### src/rtl/ex_mem_pipe_reg_pkg.sv
// -----------------------------------------------------------------------------
// arm_pipe_pkg
//   Shared definitions for the ARM pipeline registers.
//   - DEFAULT_DATA_W / DEFAULT_DEST_W : default payload field widths
//   - ex_mem_payload_t                : EX->MEM payload at the default widths
//   - PAYLOAD_W                       : packed width of ex_mem_payload_t
//   - pipe_state_t                    : occupancy of a two-entry pipe register
//   - payload_w()                     : packed payload width for arbitrary widths
// -----------------------------------------------------------------------------
package arm_pipe_pkg;

  localparam int DEFAULT_DATA_W = 32;
  localparam int DEFAULT_DEST_W = 4;

  typedef struct packed {
    logic [DEFAULT_DATA_W-1:0] pc;
    logic [DEFAULT_DATA_W-1:0] alu_res;
    logic [DEFAULT_DATA_W-1:0] val_rm;
    logic [DEFAULT_DEST_W-1:0] dest;
    logic                      wb_en;
    logic                      mem_r_en;
    logic                      mem_w_en;
  } ex_mem_payload_t;

  localparam int PAYLOAD_W = $bits(ex_mem_payload_t);

  typedef enum logic [1:0] {
    ST_EMPTY = 2'd0,
    ST_ONE   = 2'd1,
    ST_TWO   = 2'd2
  } pipe_state_t;

  // Field order matches ex_mem_payload_t: pc, alu_res, val_rm, dest, 3 controls.
  function automatic int payload_w(input int data_w, input int dest_w);
    return 3 * data_w + dest_w + 3;
  endfunction

endpackage

### src/rtl/ex_mem_pipe_reg_if.sv
// -----------------------------------------------------------------------------
// ex_mem_pipe_reg_if
//   One valid/ready channel carrying an EX->MEM instruction.
//   master: drives valid + payload, receives ready.
//   slave : receives valid + payload, drives ready.
//
//   Handshake: a transfer happens on a rising clk edge where valid & ready are
//   both 1. A master holding valid keeps the payload stable until that edge;
//   ready may be asserted with or without valid and carries no meaning alone.
// -----------------------------------------------------------------------------
interface ex_mem_pipe_reg_if
  import arm_pipe_pkg::*;
#(
  parameter int DATA_W = DEFAULT_DATA_W,
  parameter int DEST_W = DEFAULT_DEST_W
);

  logic              valid;
  logic              ready;
  logic [DATA_W-1:0] pc;
  logic [DATA_W-1:0] alu_res;
  logic [DATA_W-1:0] val_rm;
  logic [DEST_W-1:0] dest;
  logic              wb_en;
  logic              mem_r_en;
  logic              mem_w_en;

  modport master (
    output valid, pc, alu_res, val_rm, dest, wb_en, mem_r_en, mem_w_en,
    input  ready
  );

  modport slave (
    input  valid, pc, alu_res, val_rm, dest, wb_en, mem_r_en, mem_w_en,
    output ready
  );

endinterface

### src/rtl/ex_mem_pipe_reg_skid_slot.sv
// -----------------------------------------------------------------------------
// pipe_skid_slot
//   One pipeline entry: a valid flop plus a payload register.
//   Ports:
//     clk, rst          clock, asynchronous active-high reset
//     clear             empty the slot (wins over load); payload zeroed too
//     load              capture d_valid / d_payload
//     d_valid, d_payload next contents
//     q_valid, q_payload current contents
// -----------------------------------------------------------------------------
module pipe_skid_slot #(
  parameter int W = 8
) (
  input  logic         clk,
  input  logic         rst,
  input  logic         clear,
  input  logic         load,
  input  logic         d_valid,
  input  logic [W-1:0] d_payload,
  output logic         q_valid,
  output logic [W-1:0] q_payload
);

  always_ff @(posedge clk or posedge rst) begin
    if (rst) begin
      q_valid   <= 1'b0;
      q_payload <= '0;
    end else if (clear) begin
      q_valid   <= 1'b0;
      q_payload <= '0;
    end else if (load) begin
      q_valid   <= d_valid;
      q_payload <= d_payload;
    end
  end

endmodule

### src/rtl/ex_mem_pipe_reg.sv
// -----------------------------------------------------------------------------
// ex_mem_pipe_reg
//   EX->MEM pipeline register with valid/ready handshake, optional skid entry
//   and synchronous flush. Carries PC, ALU result, Val_Rm, Dest and WB/MEM
//   controls from the EX stage to the MEM stage.
//   Parameters:
//     DATA_W   width of pc / alu_res / val_rm
//     DEST_W   width of dest
//     SKID_EN  1: MAIN + SKID entries, in_if.ready is a flop output
//              0: MAIN only, in_if.ready = out_if.ready | !out_if.valid
//   Ports:
//     clk, rst  clock, asynchronous active-high reset
//     flush     kill every held entry and any same-cycle input transfer
//     in_if     slave side facing EX
//     out_if    master side facing MEM (driven straight from MAIN)
//     state     debug: ST_EMPTY / ST_ONE / ST_TWO occupancy
// -----------------------------------------------------------------------------
module ex_mem_pipe_reg
  import arm_pipe_pkg::*;
#(
  parameter int DATA_W  = DEFAULT_DATA_W,
  parameter int DEST_W  = DEFAULT_DEST_W,
  parameter bit SKID_EN = 1'b1
) (
  input  logic                clk,
  input  logic                rst,
  input  logic                flush,
  ex_mem_pipe_reg_if.slave    in_if,
  ex_mem_pipe_reg_if.master   out_if,
  output pipe_state_t         state
);

  localparam int PW = payload_w(DATA_W, DEST_W);

  logic          main_v;
  logic          skid_v;
  logic [PW-1:0] main_payload;
  logic [PW-1:0] skid_payload;
  logic [PW-1:0] in_payload;
  logic [PW-1:0] main_d;
  logic          main_d_valid;
  logic          main_load;
  logic          in_ready;
  logic          rdy_q;
  logic          rdy_d;
  logic          in_fire;
  logic          out_fire;

  assign in_fire  = in_if.valid & in_ready;
  assign out_fire = main_v & out_if.ready;

  // Controls are gated by the transfer itself, so an entry loaded without a
  // real instruction can never present an enable.
  assign in_payload = {in_if.pc, in_if.alu_res, in_if.val_rm, in_if.dest,
                       in_if.wb_en    & in_fire,
                       in_if.mem_r_en & in_fire,
                       in_if.mem_w_en & in_fire};

  // MAIN refills whenever it is empty or its entry leaves; the older SKID
  // entry has priority over the input to keep order.
  assign main_load    = !main_v | out_fire;
  assign main_d_valid = skid_v | in_fire;
  assign main_d       = skid_v ? skid_payload : in_payload;

  pipe_skid_slot #(.W(PW)) u_main (
    .clk       (clk),
    .rst       (rst),
    .clear     (flush),
    .load      (main_load),
    .d_valid   (main_d_valid),
    .d_payload (main_d),
    .q_valid   (main_v),
    .q_payload (main_payload)
  );

  generate
    if (SKID_EN) begin : g_skid
      logic skid_load;
      logic skid_clear;

      // Overflow: MAIN is busy and stalled while a new instruction arrives.
      assign skid_load  = main_v & !out_fire & in_fire & !skid_v;
      assign skid_clear = flush | (skid_v & out_fire);

      pipe_skid_slot #(.W(PW)) u_skid (
        .clk       (clk),
        .rst       (rst),
        .clear     (skid_clear),
        .load      (skid_load),
        .d_valid   (1'b1),
        .d_payload (in_payload),
        .q_valid   (skid_v),
        .q_payload (skid_payload)
      );

      // Ready for next cycle is the complement of the next SKID valid, so the
      // flop needs nothing from out_if.ready beyond this cycle's fire.
      assign rdy_d    = !(skid_load | (skid_v & !out_fire));
      assign in_ready = rdy_q;
    end else begin : g_no_skid
      assign skid_v       = 1'b0;
      assign skid_payload = '0;
      assign rdy_d        = 1'b1;
      assign in_ready     = rdy_q & (out_if.ready | !main_v);
    end
  endgenerate

  // rdy_q holds ready low through reset and for the first edge after release.
  always_ff @(posedge clk or posedge rst) begin
    if (rst) begin
      rdy_q <= 1'b0;
    end else if (flush) begin
      rdy_q <= 1'b1;
    end else begin
      rdy_q <= rdy_d;
    end
  end

  assign in_if.ready = in_ready;
  assign out_if.valid = main_v;
  assign {out_if.pc, out_if.alu_res, out_if.val_rm, out_if.dest,
          out_if.wb_en, out_if.mem_r_en, out_if.mem_w_en} = main_payload;

  always_comb begin
    state = ST_EMPTY;
    if (skid_v) begin
      state = ST_TWO;
    end else if (main_v) begin
      state = ST_ONE;
    end
  end

endmodule

### src/flat_wrapper.sv
// flat-port wrapper written by rule: the top's interface ports become plain ports
module ex_mem_pipe_reg_flat import arm_pipe_pkg::*;
#(
  parameter int DATA_W  = DEFAULT_DATA_W,
  parameter int DEST_W  = DEFAULT_DEST_W,
  parameter bit SKID_EN = 1'b1
)
  (clk, rst, flush, state, in_if_valid, in_if_pc, in_if_alu_res, in_if_val_rm, in_if_dest, in_if_wb_en, in_if_mem_r_en, in_if_mem_w_en, in_if_ready, out_if_valid, out_if_pc, out_if_alu_res, out_if_val_rm, out_if_dest, out_if_wb_en, out_if_mem_r_en, out_if_mem_w_en, out_if_ready);
  ex_mem_pipe_reg_if #(.DATA_W(DATA_W), .DEST_W(DEST_W)) in_if_i ();
  ex_mem_pipe_reg_if #(.DATA_W(DATA_W), .DEST_W(DEST_W)) out_if_i ();
  input  logic clk;
  input  logic rst;
  input  logic flush;
  output pipe_state_t state;
  input wire logic [$bits(in_if_i.valid)-1:0] in_if_valid;
  input wire logic [$bits(in_if_i.pc)-1:0] in_if_pc;
  input wire logic [$bits(in_if_i.alu_res)-1:0] in_if_alu_res;
  input wire logic [$bits(in_if_i.val_rm)-1:0] in_if_val_rm;
  input wire logic [$bits(in_if_i.dest)-1:0] in_if_dest;
  input wire logic [$bits(in_if_i.wb_en)-1:0] in_if_wb_en;
  input wire logic [$bits(in_if_i.mem_r_en)-1:0] in_if_mem_r_en;
  input wire logic [$bits(in_if_i.mem_w_en)-1:0] in_if_mem_w_en;
  output wire logic [$bits(in_if_i.ready)-1:0] in_if_ready;
  output wire logic [$bits(out_if_i.valid)-1:0] out_if_valid;
  output wire logic [$bits(out_if_i.pc)-1:0] out_if_pc;
  output wire logic [$bits(out_if_i.alu_res)-1:0] out_if_alu_res;
  output wire logic [$bits(out_if_i.val_rm)-1:0] out_if_val_rm;
  output wire logic [$bits(out_if_i.dest)-1:0] out_if_dest;
  output wire logic [$bits(out_if_i.wb_en)-1:0] out_if_wb_en;
  output wire logic [$bits(out_if_i.mem_r_en)-1:0] out_if_mem_r_en;
  output wire logic [$bits(out_if_i.mem_w_en)-1:0] out_if_mem_w_en;
  input wire logic [$bits(out_if_i.ready)-1:0] out_if_ready;
  assign in_if_i.valid = in_if_valid;
  assign in_if_i.pc = in_if_pc;
  assign in_if_i.alu_res = in_if_alu_res;
  assign in_if_i.val_rm = in_if_val_rm;
  assign in_if_i.dest = in_if_dest;
  assign in_if_i.wb_en = in_if_wb_en;
  assign in_if_i.mem_r_en = in_if_mem_r_en;
  assign in_if_i.mem_w_en = in_if_mem_w_en;
  assign in_if_ready = in_if_i.ready;
  assign out_if_valid = out_if_i.valid;
  assign out_if_pc = out_if_i.pc;
  assign out_if_alu_res = out_if_i.alu_res;
  assign out_if_val_rm = out_if_i.val_rm;
  assign out_if_dest = out_if_i.dest;
  assign out_if_wb_en = out_if_i.wb_en;
  assign out_if_mem_r_en = out_if_i.mem_r_en;
  assign out_if_mem_w_en = out_if_i.mem_w_en;
  assign out_if_i.ready = out_if_ready;
  ex_mem_pipe_reg #(.DATA_W(DATA_W), .DEST_W(DEST_W), .SKID_EN(SKID_EN)) u_core (.clk(clk), .rst(rst), .flush(flush), .in_if(in_if_i), .out_if(out_if_i), .state(state));
endmodule
### config.mk
export PLATFORM = sky130hd
export DESIGN_NAME = ex_mem_pipe_reg_flat
export DESIGN_NICKNAME = d
export VERILOG_FILES = /design/src/rtl/ex_mem_pipe_reg_pkg.sv /design/src/rtl/ex_mem_pipe_reg_if.sv /design/src/rtl/ex_mem_pipe_reg_skid_slot.sv /design/src/rtl/ex_mem_pipe_reg.sv /design/src/flat_wrapper.sv
export SDC_FILE = /design/constraint.sdc
export NUM_CORES = 1
export LEC_CHECK = 0
export CAP_MARGIN = 25
export CORE_AREA = 3 3 138 140
export DETAILED_ROUTE_END_ITERATION = 6
export DIE_AREA = 0 0 141 143
export GPL_ROUTABILITY_DRIVEN = 0
export GPL_TIMING_DRIVEN = 0
export MAX_ROUTING_LAYER = met4
export PLACE_DENSITY = 0.85
export SLEW_MARGIN = 20
export SYNTH_ARGS = -nofsm -noshare
export SYNTH_HDL_FRONTEND = slang
export SYNTH_HIERARCHICAL = 1
export SYNTH_SLANG_ARGS = --single-unit
### constraint.sdc
create_clock -name clk -period 8.45 [get_ports clk]
set_input_delay 1.2675 -clock clk [delete_from_list [all_inputs] [get_ports clk]]
set_output_delay 1.2675 -clock clk [all_outputs]
set_load 0.01 [all_outputs]
==> metrics.txt, run 1 <==
CORE AREA=18,000 um2; Mapped Cells=804; Vias/cell=5.26; DRT iter0 DRCs=262; Final setup viols=0; post-CTS setup buffers=0; Avg WL per Cell=18.3 um; final-report hold violation count=0; synthesis-stage register bit count=209; global-route wire length before repair=38,100 um; Area growth syn-to-layout=32.6%; dpl ws=5340 ps; H-tree levels=1; Hold Path Class=reg2reg; finished layout cell area=13,100 um2; I/O pin cnt=215; Final Worst Setup Slack=5110 ps; largest cells by area after synthesis=dfrtp_1, mux2i_1, mux2_2; commonest non-fill, non-tap cell in the layout=clkdlybuf4s50_1; DRC=0; final worst-path cycle share=39.5%; CTS max path bufs=3; Port Buf Inserts=214; largest net degree at the start of global routing=64; min Tclk post-route=3340 ps; Setup TNS=0 ps; fraction of layout cells with a size suffix above 1=17.8%; Final Max Tran Viols=0; initial core utilization=55.0%; PwrDens=181 nW/um2; crit end category=primary output; std cell rows=49; fin util=72.9%; die width=141 um; Root Driver=clkbuf_16; sequential area share after synthesis=53.0%; cells along the critical path=buf_6 -> buf_6 -> buf_6 -> nor2b_1 -> clkdlybuf4s50_1; MaxCap Viol Count=0; DR vias=6,769; HPWL after DPL=15,900 um; Syn Area/Cell=12.3 um2; relative slew slack=65.8%; CP most frequent cell=buf_6; Syn Nets=912; required time of the critical path=7180 ps; Least-Margin Pin Slew=513 ps; synth warn=6; Yosys top cell by area=dfrtp_1; gr ovfl total=0; Post-Syn Area=9870 um2; drt pass-1 iters=4; Worst Skew=8.25 ps; Total GRT Usage=24.1%; clk slew on worst S/H paths=60 ps; Worst Path Arrival=2070 ps; CTS tree=yes; placed cell count=1,249; # clock sinks=209; post-CTS sizing=0; Peak Freq=300 MHz; Antenna diodes=0; Yosys top cell area share=53.0%; CP Class=reg2out; later-pin clock latency in the skew report=490 ps; Post-Layout Cell Count=1,286; status=complete, no violations; RSZ-0062 raised after global routing=no; die area=20,200 um2; Final nets=1,152; R2R cell count=8; initial antenna violation count=0; Max FO, Critical Path=10; ANT nets after route=0; distinct cell type count of the synthesized netlist=21; Slowest cell on crit path=clkdlybuf4s50_1; Post-DP Area=12,400 um2; drt total wl=23,600 um; IR Drop Worst-Case VDD=0.000150 V; Worst Setup Start Kind=register; Num CTS Buffers=22; cts hold-fix bufs=0; die height=143 um; leakage=6.28 nW; worst hold stages=2; vias in the first global route=7,299; most frequent cells in the layout=clkdlybuf4s50_1, dfrtp_1, mux2i_1, nor2_1, mux2_2; slowest stage delay, CP=570 ps
[cell usage after synthesis (all sizes together)]
cell type  number
a211o           1
a31o            1
a31oi           1
and3            3
buf            53
clkbuf          8
conb            1
dfrtp         209
inv             3
mux2          103
mux2i         208
nand2           1
nand2b          2
nor2          208
nor2b           1
nor3            1
[worst max-delay path: cells and delay by family, from the launching register on]
kind / cells / cell delay, ps
buffers and inverters: 4 / 1060
flip-flops: 1 / 400
AND/OR/NAND/NOR: 1 / 110
[kinds of logic (layout without fill, tap and decap cells)]
family                 Yosys count  in the layout  synth area share (%)
multiplexers                   311            311                  33.4
AND/OR/NAND/NOR                216            216                  8.38
flip-flops                     209            209                  53.0
buffers and inverters           64            317                  4.98
AO/OA/AOI/OAI                    3              3                 0.241
other                            1              1                0.0380
[area by class of cell]
type                    instances  area, um2
flip-flops and latches        209       5230
fillers                      1295       4870
multi-input cells             531       4150
repair buffers                216       2200
clock buffers                  34        687
plain buffers                  61        480
well taps                     229        287
clock inverters                 3       40.0
inverters                       3       21.3
[per-stage QoR]
| stage | hold WS, ps | power [mW] |
|---|---|---|
| finish | 516 | 2.37 |
| global route | 537 | 2.47 |
| CTS | 519 | 2.40 |
| detailed placement | 506 | 1.43 |
| global placement | 494 | 1.42 |
| floorplan | 480 | 1.26 |
[state kept, by name (all words and copies together) (netlist names)]
register	count
u_core/u_main/q_payload	103
u_core/u_main/q_valid	1
u_core/g_skid.u_skid/q_valid	1
u_core/in_if.ready	1
u_core/g_skid.u_skid/q_payload	103
[path summary, 6_finish.rpt]
path,slack [ps],end,startpoint
min reg2reg,520,u_core/u_main/q_payload[92],u_core/u_main/q_payload[92]
max in group asynchronous,6410,u_core/u_main/q_payload[52],rst
min,520,u_core/u_main/q_payload[92],u_core/u_main/q_payload[92]
max,5110,state[0],u_core/g_skid.u_skid/q_valid
max reg2reg,6240,u_core/g_skid.u_skid/q_payload[46],u_core/g_skid.u_skid/q_valid
min in group asynchronous,1180,u_core/in_if.ready,rst
[metal layers]
metal	track usage, %	wire length, um	vias up
li1	-	-	3201
met1	31.2	10100	3339
met2	39.2	11500	204
met3	5.69	1650	25
met4	4.95	303	0
met5	-	0	-
[report_power, final]
group / internal, mW / leakage, nW / switching [mW]
logic: 0.188 / 3.11 / 0.151
clock network: 0.585 / 0.360 / 0.378
registers: 1.04 / 2.80 / 0.0255
No activity file was read; power rests on OpenSTA's default activity.
==> run 2: changes to the inputs <==
- CORE_AREA: 3 3 138 140 -> 3 3 151 153
- DIE_AREA: 0 0 141 143 -> 0 0 154 156
- PLACE_DENSITY: 0.85 -> 0.76
- clock period: 8.45 -> 3 ns (I/O delays scaled with it)
==> run 2 against run 1 <==
Compared with the run above: sequential cell count stayed put; sequential share of layout area shrank 0.53 points; first-iteration DRC count down 12%; global-route usage is 3.7 points lower; cell area grew 1.3%; worst hold slack got worse by 270 ps; clock power rose to 2.9 times the previous value; die area is 19% higher; core utilization is 12 points lower; critical endpoint unchanged; largest power group unchanged.
==> metrics.txt, run 2 (synthesis gave the netlist of run 1 again) <==
Worst Path Arrival=2020 ps; commonest non-fill, non-tap cell in the layout=clkdlybuf4s50_1; fin util=61.2%; cts hold-fix bufs=0; Max FO, Critical Path=10; die area=24,000 um2; most frequent cells in the layout=clkdlybuf4s50_1, dfrtp_1, mux2i_1, nor2_1, mux2_2; DRT iter0 DRCs=231; CP delay by family, top=buffers and inverters; Total GRT Usage=20.4%; Final setup viols=0; required time of the critical path=2550 ps; largest net degree at the start of global routing=31; P_int=5.14 mW; status=complete, no violations; vias in the first global route=7,154; leakage=6.33 nW; # clock sinks=209; RSZ-0062 raised after global routing=no; Slowest cell on crit path=clkdlybuf4s50_1; Root Driver=clkbuf_16; H-tree levels=1; stages on the worst setup path=5; Seq pwr share=44.7%; clock network fraction of design power=40.9%; CORE AREA=21,700 um2; R2R cell count=8; initial core utilization=45.5%; HPWL after DPL=16,700 um; drt pass-1 iters=4; CTS tree=yes; Sequential cell area=5230 um2; global-route wire length before repair=38,800 um; I/O pin cnt=215; Final Worst Setup Slack=525 ps; DRC=0; DR vias=6,751; std cell rows=54; clk slew on worst S/H paths=60 ps; PwrDens=508 nW/um2; Least-Margin Pin Slew=539 ps; Antenna diodes=0; min Tclk post-route=2470 ps; Num CTS Buffers=23; Final nets=1,158; IR Drop Worst-Case VDD=0.000331 V; Avg WL per Cell=17.8 um; Worst Setup Start Kind=register; MaxCap Viol Count=0; drt total wl=23,900 um; Largest regs=u_core/g_skid.u_skid/q_payload x103, u_core/u_main/q_payload x103; slowest stage delay, CP=540 ps; final worst-path cycle share=82.5%; Port Buf Inserts=214; Vias/cell=5.02; CP most frequent cell=buf_6; sw frac=23.7%; ANT nets after route=0; filler instances=1,770; area of the multi-input gates=4150 um2; fraction of layout cells with a size suffix above 1=18.3%; Worst Skew=9.44 ps; Hold Slack=242 ps; cells along the critical path=buf_6 -> buf_6 -> buf_6 -> nor2b_1 -> clkdlybuf4s50_1; CP Class=reg2out; crit end category=primary output; Hold Path Class=in2async; die width=154 um; dpl ws=715 ps; gr ovfl total=0; relative slew slack=64.0%; Final Max Tran Viols=0; CTS max path bufs=3; die height=156 um; post-CTS setup buffers=0; post-CTS sizing=0; Peak Freq=404 MHz; Buf+Inv Stages, Crit Path=4; logic gate share of total power=14.4%; net switching power=1.60 mW; initial antenna violation count=0; Area growth syn-to-layout=34.4%; final-report hold violation count=0; later-pin clock latency in the skew report=500 ps
==> run 2: cell count changes in the layout (fill, tap and decap cells not counted), sizes merged <==
cell and delta:
clkinvlp +2, inv -1, buf +5, clkinv +1
==> run 2: power groups by stage <==
stage	registers [mW]	logic [mW]	clock network [mW]
after global placement	3.06	0.942	0
after floorplan	3.09	0.445	0
after CTS	3.01	0.985	2.83
after global routing	3.03	1.05	2.95
after detailed placement	3.06	0.981	0
final	3.01	0.971	2.76
==> run 2: worst reg2reg max path: cells and delay by family, from the launching register on <==
| family | cells | cell delay (ps) |
|---|---|---|
| simple gates | 1 | 110 |
| compound gates | 1 | 160 |
| flops | 1 | 380 |
| buf+inv | 6 | 1420 |
==> run 2: cell type report <==
| class | count | share of cell area (%) |
|---|---|---|
| multi-input cells | 531 | 31.3 |
| repair buffers | 221 | 17.3 |
| plain buffers | 61 | 3.62 |
| clock buffers | 34 | 5.18 |
| flip-flops and latches | 209 | 39.4 |
| inverters | 3 | 0.141 |
| clock inverters | 5 | 0.405 |
| well taps | 280 | 2.64 |
==> run 2: through the flow <==
| stage | total power [mW] | area, um2 | TNS [ps] | std cells |
|---|---|---|---|---|
| 2_1_floorplan | 3.54 | 9880 | 0 | 804 |
| 3_3_place_gp | 4.00 | 12400 | -12380 | 1298 |
| 3_5_place_dp | 4.04 | 12500 | 0 | 1305 |
| 4_1_cts | 6.83 | 13300 | 0 | 1344 |
| 5_1_grt | 7.03 | 13300 | 0 | 1344 |
| 6_report | 6.74 | 13300 | 0 | 1344 |
==> run 2: layer usage <==
layer / part of all wire, % / vias to the layer above / track usage [%] / wire length (um)
li1: - / 3216 / - / -
met1: 45 / 3342 / 27.5 / 10700
met2: 48 / 160 / 32.4 / 11500
met3: 5.0 / 33 / 3.63 / 1190
met4: 2.1 / 0 / 5.05 / 505
met5: 0 / - / - / 0
==> run 2: worst paths after layout <==
kind                                               from                                 end  slack, ps
max                        u_core/g_skid.u_skid/q_valid                            state[0]        530
min                                                 rst                  u_core/in_if.ready        240
max reg2reg                u_core/g_skid.u_skid/q_valid  u_core/g_skid.u_skid/q_payload[53]        800
min reg2reg                 u_core/u_main/q_payload[40]         u_core/u_main/q_payload[40]        520
max in group asynchronous                           rst  u_core/g_skid.u_skid/q_payload[54]       1480
min in group clk            u_core/u_main/q_payload[40]         u_core/u_main/q_payload[40]        520
